### src/rtl/c3aibadapt_avmm_rdresp_unpack.sv
// AVMM read-response unpacker: pops NWORDS narrow FIFO words per outstanding read and
// presents them as one wide readdata beat under a valid/ready handshake.
module c3aibadapt_avmm_rdresp_unpack #(
  parameter int DWIDTH = 4,
  parameter int NWORDS = 8,
  parameter int CNTW   = 3
) (
  input  logic                       clk,
  input  logic                       rst,
  input  logic                       flush,
  input  logic                       fifo_empty,
  input  logic [DWIDTH-1:0]          fifo_rd_data,
  output logic                       fifo_rd_en,
  input  logic                       rd_issue,
  output logic [DWIDTH*NWORDS-1:0]   rdata,
  output logic                       rdata_valid,
  input  logic                       rdata_ready,
  output logic [CNTW-1:0]            outstanding,
  output logic                       unexp_err,
  output logic                       ovf_err
);

  localparam int OUTW = DWIDTH * NWORDS;
  localparam int IDXW = $clog2(NWORDS);
  localparam logic [CNTW-1:0] CNT_MAX  = '1;
  localparam logic [IDXW-1:0] IDX_LAST = IDXW'(NWORDS - 1);

  typedef enum logic [1:0] {
    IDLE,
    COLLECT,
    HOLD
  } state_t;

  state_t            state_q, state_d;
  logic [IDXW-1:0]   idx_q, idx_d;
  logic [OUTW-1:0]   rdata_q, rdata_d;
  logic              valid_q, valid_d;
  logic [CNTW-1:0]   cnt_q, cnt_d;
  logic              unexp_q, unexp_d;
  logic              ovf_q, ovf_d;
  logic              handshake;

  assign handshake = valid_q & rdata_ready;

  always_comb begin
    state_d    = state_q;
    idx_d      = idx_q;
    rdata_d    = rdata_q;
    valid_d    = valid_q;
    cnt_d      = cnt_q;
    unexp_d    = unexp_q;
    ovf_d      = ovf_q;
    fifo_rd_en = 1'b0;

    // A new read and a completed beat in the same cycle cancel out.
    if (rd_issue && !handshake) begin
      if (cnt_q == CNT_MAX) begin
        ovf_d = 1'b1;
      end else begin
        cnt_d = cnt_q + CNTW'(1);
      end
    end else if (handshake && !rd_issue && (cnt_q != '0)) begin
      cnt_d = cnt_q - CNTW'(1);
    end

    case (state_q)
      IDLE: begin
        // With a read pending we move on without popping; otherwise any word is stray.
        if (cnt_q != '0) begin
          state_d = COLLECT;
        end else if (!fifo_empty) begin
          fifo_rd_en = 1'b1;
          unexp_d    = 1'b1;
        end
      end
      COLLECT: begin
        if (!fifo_empty) begin
          fifo_rd_en = 1'b1;
          rdata_d[idx_q*DWIDTH +: DWIDTH] = fifo_rd_data;
          if (idx_q == IDX_LAST) begin
            idx_d   = '0;
            valid_d = 1'b1;
            state_d = HOLD;
          end else begin
            idx_d = idx_q + IDXW'(1);
          end
        end
      end
      HOLD: begin
        if (handshake) begin
          valid_d = 1'b0;
          state_d = (cnt_d != '0) ? COLLECT : IDLE;
        end
      end
      default: state_d = IDLE;
    endcase

    if (flush) begin
      state_d = IDLE;
      idx_d   = '0;
      rdata_d = '0;
      valid_d = 1'b0;
      cnt_d   = '0;
      unexp_d = 1'b0;
      ovf_d   = 1'b0;
    end

    // Never pop while the block is being cleared.
    if (flush || rst) begin
      fifo_rd_en = 1'b0;
    end
  end

  always_ff @(posedge clk or posedge rst) begin
    if (rst) begin
      state_q <= IDLE;
      idx_q   <= '0;
      rdata_q <= '0;
      valid_q <= 1'b0;
      cnt_q   <= '0;
      unexp_q <= 1'b0;
      ovf_q   <= 1'b0;
    end else begin
      state_q <= state_d;
      idx_q   <= idx_d;
      rdata_q <= rdata_d;
      valid_q <= valid_d;
      cnt_q   <= cnt_d;
      unexp_q <= unexp_d;
      ovf_q   <= ovf_d;
    end
  end

  assign rdata       = rdata_q;
  assign rdata_valid = valid_q;
  assign outstanding = cnt_q;
  assign unexp_err   = unexp_q;
  assign ovf_err     = ovf_q;

endmodule

### config.mk
export PLATFORM = sky130hd
export DESIGN_NAME = c3aibadapt_avmm_rdresp_unpack
export DESIGN_NICKNAME = d
export VERILOG_FILES = /design/src/rtl/c3aibadapt_avmm_rdresp_unpack.sv
export SDC_FILE = /design/constraint.sdc
export NUM_CORES = 1
export LEC_CHECK = 0
export CORE_MARGIN = 2
export CORE_UTILIZATION = 45
export DETAILED_ROUTE_END_ITERATION = 10
export PLACE_DENSITY_LB_ADDON = 0.2
export RECOVER_POWER = 100
export SLEW_MARGIN = 20
export SYNTH_ARGS = -nofsm -noshare
export SYNTH_HDL_FRONTEND = slang
export SYNTH_SLANG_ARGS = --single-unit
### constraint.sdc
create_clock -name clk -period 4.89 [get_ports clk]
set_input_delay 0.489 -clock clk [delete_from_list [all_inputs] [get_ports clk]]
set_output_delay 0.489 -clock clk [all_outputs]
set_load 0.01 [all_outputs]
* After elaboration in Yosys (flattened, before gate mapping)
Index checks and enable logic that the tools add are counted.
Operators by class: $add $sub $neg 4, shifts and indexed selects 2, equal/unequal tests 10, muxes and demuxes 35, bitwise gates (word level) 1, reduce and logical (&&, ||, !) cells 19
Operators by type and width (count):
- $mux 32 | 3
- $neg 5->34 | 1
- $shift 4x34->32 const A | 1
- $shiftx 4x34->32 | 1
- $bwmux 32 | 1
- $mux 3 | 8
- $mux 1 | 15
- $ne 3x3->1 const B | 4
- $mux 2 | 5
- $reduce_bool 3->1 | 3
- $reduce_and 4->1 | 2
- $reduce_bool 2->1 | 4
- $add 3x1->3 const B | 2
- $eq 3x3->1 const B | 2
- $pmux 2 s3 | 1
- $ne 2x2->1 const B | 2
- $pmux 1 s2 | 2
- $reduce_and 2->1 | 2
- $logic_and 1x1->1 | 3
- $reduce_and 3->1 | 1
- $sub 3x1->3 const B | 1
- $eq 2x1->1 const B | 1
- $eq 2x2->1 const B | 1
- $logic_not 1->1 | 2
- other kinds (3) | 3
Storage, ports and cells: input bits 10, logic and storage cells 78, output and inout port bits 39, flip-flop bits (word level) 43

* Longest topological paths before layout
Gate-level depths: netlist (run 1).
depth in word-level cells 10, mapped depth 8, gate-level depth less buffers 7

* Worst setup path after synthesis (run 1)
OpenSTA, ideal clock, no wires.
kind register to register, from register idx_q[0], to register rdata_q[19] (netlist: rdata[19]), data required time 4.812 ns, setup time 0.078 ns, data arrival time 2.069 ns, cell stages (with the launch flop) 8, slack 2.743 ns, buffers on the path 0, period minus slack after synthesis 2.147 ns, path through dfrtp_1 > inv_1 > ha_1 > ha_1 > o31ai_2 > nand4b_4 > or3_1 > a21oi_1
Between the ends: word-level cells in the longest chain between the ends 6, elaborated cells on any way between the ends 7, classes of those cells add/sub: 1; shift: 2; mux: 4
Ends and longest elaborated chain:
- from (decl) | line 35 | logic [IDXW-1:0] idx_q, idx_d;
- from (signal assigned) | line 125 | idx_q <= idx_d;
- $neg 5->34 (*) | line 79 | rdata_d[idx_q*DWIDTH +: DWIDTH] = fifo_rd_data;
- $shiftx 4x34->32 / $shift 4x34->32 (equally long branches) | line 79
- $bwmux 32 (*) | line 79
- $mux 32 (*) | line 77 | if (!fifo_empty) begin
- $mux 32 (*) | line 66 | case (state_q)
- $mux 32 (*) | line 98 | if (flush) begin
- to (signal assigned) | line 126 | rdata_q <= rdata_d;
- to (decl) | line 36 | logic [OUTW-1:0] rdata_q, rdata_d;
Mark *: on every way between the ends. The rest lies on a longest branch, timed or not. The select of a mux whose other input is x is not followed. A chain may end at the register's enable or synchronous reset.

* Worst setup path in the final report (run 1)
from input fifo_empty, to register rdata_q[24] (netlist: rdata[24])
Between the ends: word-level cells in the longest chain between the ends 2
Ends and longest elaborated chain:
- from (decl) | line 11 | input logic fifo_empty,
- $ne 2x2->1 (no line)
- $reduce_and 2->1 (no line)
No other way between the ends.

==> flow_metrics.py, run 1 <==
metrics = {
    "run_status": {
        "outcome": "finished with violations",
        "violations": "capacitance limit, slew limit",
    },
    "clocking": {
        "cts_inserted_buffers": 5,
        "clk_latency_ps": 290,
        "htreeDepth": 2,
        "ctsLongestPathBuffers": 2,
        "cts_tree": "yes",
        "cts_setup_buffers": 0,
        "path_clk_slew_ps": 80,
        "clkSinkCount": 43,
        "cts_resized": 0,
        "root_buffer": "clkbuf_8",
        "cts_hold_buf": 0,
    },
    "power_and_ir_drop": {
        "swShare_pct": 27.0,
        "max-vdd-ir-drop_v": 0.000204,
        "internal_power_mw": 0.495,
        "cellPowerDensity_nw_per_um2": 248,
        "p_switching_mw": 0.183,
        "p_clk_share_pct": 32.4,
        "power_frac_seq_pct": 54.5,
        "p_leak_nw": 1.38,
        "power_frac_comb_pct": 13.1,
    },
    "worst_setup_path": {
        "cp_slowest_cell": "nor3b_1",
        "crit_chain": "dlygate4sd3_1 > nor3b_1 > nand3_4 > nor4_1 > a22o_1",
        "timing.rr.start": "state_q[1]",
        "worstSetupPathType": "input port to register",
        "path_buf_inv": 1,
        "arrival_ps": 3060,
        "startpoint": "fifo_empty",
        "reg2reg_slack_ps": 2340,
        "reg2reg_depth": 4,
        "cp.depth": 5,
        "slowest_delay_ps": 1020,
        "path_delay_family": "simple AND/OR/NAND/NOR gates",
        "worstSetupStartpointType": "input port",
        "required_ps": 5130,
        "crit_fanout": 7,
        "regToRegEndpoint": "rdata[24]",
        "end_kind": "register",
        "endpoint": "rdata[24]",
    },
    "die": {
        "dieArea_um2": 5400,
        "core_um2": 4690,
        "die_width_um": 73.5,
        "io_pins": 49,
        "die_h_um": 73.5,
        "start_util_pct": 46.3,
        "fp-row-count": 25,
    },
    "global_route": {
        "grt_pass1_wl_um": 8010,
        "grt_usage_pct": 19.6,
        "grt_pass1_vias": 1581,
        "antenna_found_initial": 0,
        "grt_max_degree": 44,
        "grt_overflow": 0,
    },
    "route": {
        "wl_met3_um": 179,
        "dr.max_layer_used": "met4",
        "wl_met1_um": 2470,
        "num_vias": 1713,
        "drt-initial-drc-count": 105,
        "antenna_left": 0,
        "drc": 0,
        "drtPass1Iterations": 4,
        "drt-vias-per-instance": 5.77,
        "wirelength_um": 4890,
        "route.met2.wl_um": 2150,
        "drt-wirelength-per-cell_um": 16.5,
    },
    "sta": {
        "max_slew_margin_pct": -51.4,
        "tightestPinTransition_ps": 2270,
        "clock_skew_ps": 4.59,
        "rsz0062_at_grt": "no",
        "slew_violations": 44,
        "finalSetupTns_ps": 0,
        "fin_crit_ps": 2820,
        "fin_crit_sh_pct": 57.7,
        "clock.fmax_mhz": 354,
        "final-hold-violation-count": 0,
        "setup_viol": 0,
    },
    "yosys": {
        "synth_cell_types": 42,
        "syn_area_um2": 2170,
        "syn_inst": 196,
        "ys_ff_latch": 43,
        "postSynthAreaPerCell_um2": 11.1,
        "yosys_warnings": 0,
        "yosysSeqAreaShare_pct": 49.5,
        "synth_nets": 216,
    },
    "placed_design": {
        "hpwl_um": 3450,
        "routabilityCongestion": 0.832,
        "port_buffers": 48,
    },
    "finish": {
        "nNetsFinal": 262,
        "final_util_pct": 58.2,
        "num-fill-cells": 424,
        "antenna_cells": 0,
        "drive_gt1_share_pct": 5.76,
        "syn_to_final_growth_pct": 25.6,
    },
    "worst_hold_path": {
        "hold_class": "register to register",
    },
    "run": {
        "cap_violations": 1,
    },
}
how the worst min path moves through the flow:
stage | end | startpoint | cells past startpoint
6_report | rdata[31] | rdata[31] | 1
2_1_floorplan | unexp_err | unexp_err | 2
5_1_grt | rdata[30] | rdata[30] | 1
3_3_place_gp | rdata[31] | rdata[31] | 1
3_5_place_dp | rdata[12] | rdata[12] | 1
4_1_cts | rdata[31] | rdata[31] | 1
cells by family after synthesis:
| family | Yosys count | share of synthesized area, % |
|---|---|---|
| multiplexers | 7 | 3.22 |
| buffers and inverters | 19 | 3.86 |
| adder cells (fa/ha/maj) | 10 | 5.76 |
| AND/OR/NAND/NOR | 65 | 19.2 |
| AO/OA/AOI/OAI | 52 | 18.4 |
| flip-flops | 43 | 49.5 |
placed cells by master, fill, tap and decap left out, types with 2 or more instances in the layout:
| master | count |
|---|---|
| nor3b_1 | 4 |
| nand3_1 | 2 |
| nand2_1 | 11 |
| a21oi_1 | 13 |
| a211oi_1 | 2 |
| clkbuf_1 | 2 |
| nor3_1 | 4 |
| o211ai_1 | 2 |
| and3b_1 | 2 |
| clkdlybuf4s50_1 | 6 |
| nand3b_1 | 2 |
| a41oi_1 | 2 |
| nor3_2 | 2 |
| clkbuf_8 | 5 |
| a31oi_1 | 2 |
| dlygate4sd3_1 | 42 |
| dfrtp_1 | 43 |
| a221oi_1 | 2 |
| nor4_1 | 5 |
| inv_1 | 8 |
| nor2_1 | 20 |
| nor4b_1 | 2 |
| mux2i_1 | 7 |
| a32o_1 | 5 |
| nor2b_1 | 3 |
| a22o_1 | 19 |
| ha_1 | 10 |
sequential cells by signal, indices dropped and copies added, names as in the netlist:
name,cells
rdata,32
idx_q,3
outstanding,3
state_q,2
ovf_err,1
rdata_valid,1
unexp_err,1
area by class of cell:
cell class / instances / area [µm²] / share of cell area [%]
clock buffer: 6 / 72.6 / 2.66
sequential: 43 / 1080 / 39.4
inverter: 8 / 30.0 / 1.10
tap: 54 / 67.6 / 2.47
multi-input combinational: 134 / 980 / 35.9
clock inverter: 2 / 12.5 / 0.458
timing repair buffer: 50 / 492 / 18.0
metal layers:
metal	track usage [%]	vias up
met2	26.4	32
met5	0	-
met4	8.48	0
met3	4.66	8
met1	29.7	852
li1	-	821
synth_stat cells, drive strengths merged:
master / number / area [µm²]
a211oi: 2 / 15.0
a21o: 1 / 7.51
a21oi: 13 / 65.1
a221oi: 2 / 17.5
a22o: 19 / 166
a311oi: 1 / 8.76
a31oi: 2 / 12.5
a32o: 5 / 50.1
a41oi: 2 / 17.5
and2b: 1 / 7.51
and3: 1 / 6.26
and3b: 2 / 17.5
and4: 1 / 8.76
buf: 3 / 23.8
clkbuf: 8 / 30.0
dfrtp: 43 / 1080
ha: 10 / 125
inv: 8 / 30.0
mux2i: 7 / 70.1
nand2: 11 / 41.3
nand2b: 1 / 6.26
nand3: 3 / 27.5
nand3b: 2 / 15.0
nand4b: 1 / 23.8
nor2: 20 / 75.1
nor2b: 3 / 18.8
nor3: 6 / 50.1
nor3b: 4 / 41.3
nor4: 5 / 43.8
nor4b: 2 / 17.5
o211ai: 2 / 15.0
o21ai: 1 / 5.00
o21bai: 1 / 7.51
o31ai: 1 / 12.5
or3: 1 / 6.26
or3b: 1 / 11.3
stage by stage:
| step | std cells | power, mW | worst slack, ps | hold slack (ps) | cell area (µm²) |
|---|---|---|---|---|---|
| finish | 297 | 0.678 | 2070 | 494 | 2730 |
| global route | 297 | 0.711 | 1610 | 514 | 2730 |
| CTS | 297 | 0.693 | 2100 | 503 | 2770 |
| detailed placement | 289 | 0.470 | 2370 | 482 | 2680 |
| global placement | 289 | 0.469 | 2380 | 480 | 2680 |
| floorplan | 196 | 0.437 | 2740 | 529 | 2170 |
power by group through the flow:
stage                     Sequential, mW  Clock [mW]  Combinational [mW]
after global routing               0.371       0.242              0.0982
after CTS                          0.370       0.230              0.0938
after floorplan                    0.375           0              0.0620
after global placement             0.376           0              0.0924
final                              0.370       0.220              0.0888
after detailed placement           0.377           0              0.0935
No activity file was read; power rests on OpenSTA's default activity.
==> run 2, diff against run 1 <==
==> constraint.sdc (replaced) <==
create_clock -name clk -period 2.5 [get_ports clk]
set_input_delay 0.25 -clock clk [delete_from_list [all_inputs] [get_ports clk]]
set_output_delay 0.25 -clock clk [all_outputs]
set_load 0.01 [all_outputs]
==> run 2 against run 1 <==
Effect of this change: the run now ends clean; sequential power increased by 94%; cell area increased by 1.6%; cell count increased by 1.3%; first-iteration DRC count decreased by 22%; register-to-register slack got worse by 2000 ps; critical endpoint unchanged.
==> flow_metrics.py, run 2 (same netlist as run 1, synthesis figures left out) <==
metrics = {
    "run_status": {
        "outcome": "finished clean",
    },
    "worst_setup_path": {
        "timing.rr.start": "idx_q[1]",
        "reg2reg_slack_ps": 310,
        "arrival_ps": 2380,
        "worstSetupPathType": "register to register",
        "regToRegEndpoint": "rdata[24]",
        "worstSetupStartpointType": "register",
        "required_ps": 2690,
        "end_kind": "register",
        "reg2reg_depth": 7,
        "crit_fanout": 7,
    },
    "sta": {
        "max_slew_margin_pct": 30.1,
        "final-hold-violation-count": 0,
        "clock.fmax_mhz": 458,
        "finalSetupTns_ps": 0,
        "fin_crit_sh_pct": 87.4,
        "slew_violations": 0,
        "rsz0062_at_grt": "no",
        "setup_viol": 0,
        "worst_slack_ps": 315,
        "fin_crit_ps": 2190,
        "tightestPinTransition_ps": 1050,
        "clock_skew_ps": 3.10,
    },
    "die": {
        "dieArea_um2": 5400,
        "core_um2": 4690,
        "start_util_pct": 46.3,
        "die_h_um": 73.5,
        "fp-row-count": 25,
        "io_pins": 49,
        "die_width_um": 73.5,
    },
    "global_route": {
        "grt_pass1_wl_um": 8080,
        "grt_usage_pct": 19.9,
        "antenna_found_initial": 0,
        "grt_pass1_vias": 1605,
        "grt_overflow": 0,
        "grt_max_degree": 44,
    },
    "route": {
        "drtPass1Iterations": 4,
        "drt-wirelength-per-cell_um": 16.5,
        "antenna_left": 0,
        "dr.max_layer_used": "met4",
        "num_vias": 1707,
        "wl_met1_um": 2420,
        "drt-initial-drc-count": 82,
        "drt-vias-per-instance": 5.67,
        "drc": 0,
        "wl_met3_um": 238,
        "route.met2.wl_um": 2230,
        "wirelength_um": 4960,
    },
    "power_and_ir_drop": {
        "power_frac_seq_pct": 53.6,
        "swShare_pct": 27.4,
        "total_power_mw": 1.34,
        "internal_power_mw": 0.974,
        "p_clk_share_pct": 32.6,
        "max-vdd-ir-drop_v": 0.000305,
        "p_leak_nw": 1.40,
        "p_switching_mw": 0.367,
        "power_frac_comb_pct": 13.8,
        "cellPowerDensity_nw_per_um2": 484,
    },
    "finish": {
        "layout_common_cells": "dfrtp_1 (43), dlygate4sd3_1 (39), nor2_1 (20)",
        "drive_gt1_share_pct": 8.50,
        "syn_to_final_growth_pct": 27.6,
        "largest_reg_flops": 32,
        "antenna_cells": 0,
        "final_util_pct": 59.1,
        "finalNonFillerCells": 301,
        "layout_commonest_cell": "dfrtp_1",
        "nNetsFinal": 266,
    },
    "run": {
        "cap_violations": 0,
    },
    "placed_design": {
        "dpl.cell_count": 293,
        "port_buffers": 48,
        "dp_worst_setup_slack_ps": 389,
        "hpwl_um": 3540,
        "routabilityCongestion": 0.871,
    },
    "clocking": {
        "cts_hold_buf": 0,
        "root_buffer": "clkbuf_8",
        "clkSinkCount": 43,
        "clk_latency_ps": 300,
        "cts_inserted_buffers": 5,
        "cts_tree": "yes",
        "path_clk_slew_ps": 80,
        "htreeDepth": 2,
        "cts_setup_buffers": 0,
        "ctsLongestPathBuffers": 2,
        "cts_resized": 0,
    },
    "worst_hold_path": {
        "hold-path-endpoint": "unexp_err",
        "hold_class": "register to register",
        "holdPathStages": 2,
        "min-delay-start": "unexp_err",
    },
}
-- run 2: cell types whose count changed in the layout (fill, tap and decap cells not counted), sizes merged --
cell,delta
clkbuf,+3
dlygate4sd3,-3
clkdlybuf4s50,+2
buf,+2
-- run 2: how the worst max path moves through the flow --
stage / startpoint / end / slack [ps] / depth (start not counted)
floorplan: idx_q[0] / rdata[19] / 350 / 7
global placement: fifo_empty / fifo_rd_en / 460 / 4
detailed placement: idx_q[1] / rdata[0] / 390 / 8
CTS: outstanding[0] / fifo_rd_en / 110 / 6
global route: idx_q[1] / rdata[24] / 130 / 7
finish: idx_q[1] / rdata[24] / 310 / 7
-- run 2: metal layers --
layer | track usage, % | vias up
li1 | - | 824
met5 | 0 | -
met1 | 28.9 | 837
met3 | 5.49 | 7
met2 | 28.5 | 39
met4 | 6.87 | 0
-- run 2: final cells by class --
type                    instances  area (µm²)
well taps                      54        67.6
clock buffers                   6        72.6
repair buffers                 54         510
flip-flops and latches         43        1080
inverters                       8        30.0
fillers                       415        1920
clock inverters                 2        12.5
multi-input cells             134        1000
-- run 2: stage by stage --
step	hold slack [ps]	area (µm²)
2_1_floorplan	383	2170
5_1_grt	509	2770
3_5_place_dp	486	2710
6_report	489	2770
3_3_place_gp	481	2710
4_1_cts	450	2800
-- run 2: power groups by stage --
stage | clock, mW | combinational (mW) | sequential, mW
floorplan | 0 | 0.121 | 0.733
global placement | 0 | 0.193 | 0.733
detailed placement | 0 | 0.195 | 0.733
CTS | 0.445 | 0.196 | 0.720
global route | 0.473 | 0.206 | 0.721
finish | 0.437 | 0.185 | 0.719
-- run 2: critical path, cell delays in order, from the launching register on --
cell and delay [ps]:
dfrtp_1 490, inv_1 110, ha_1 200, ha_1 290, clkbuf_2 180, nor3_1 340
a21oi_1 200, a22o_1 270
==> run 3, diff against run 2 <==
--- a/config.mk
+++ b/config.mk
@@ -14,3 +14,4 @@
 export SYNTH_ARGS = -nofsm -noshare
 export SYNTH_HDL_FRONTEND = slang
 export SYNTH_SLANG_ARGS = --single-unit
+export TNS_END_PERCENT = 5
==> results of run 3 <==
Final layout, timing and power as in run 2 (identical DEF).
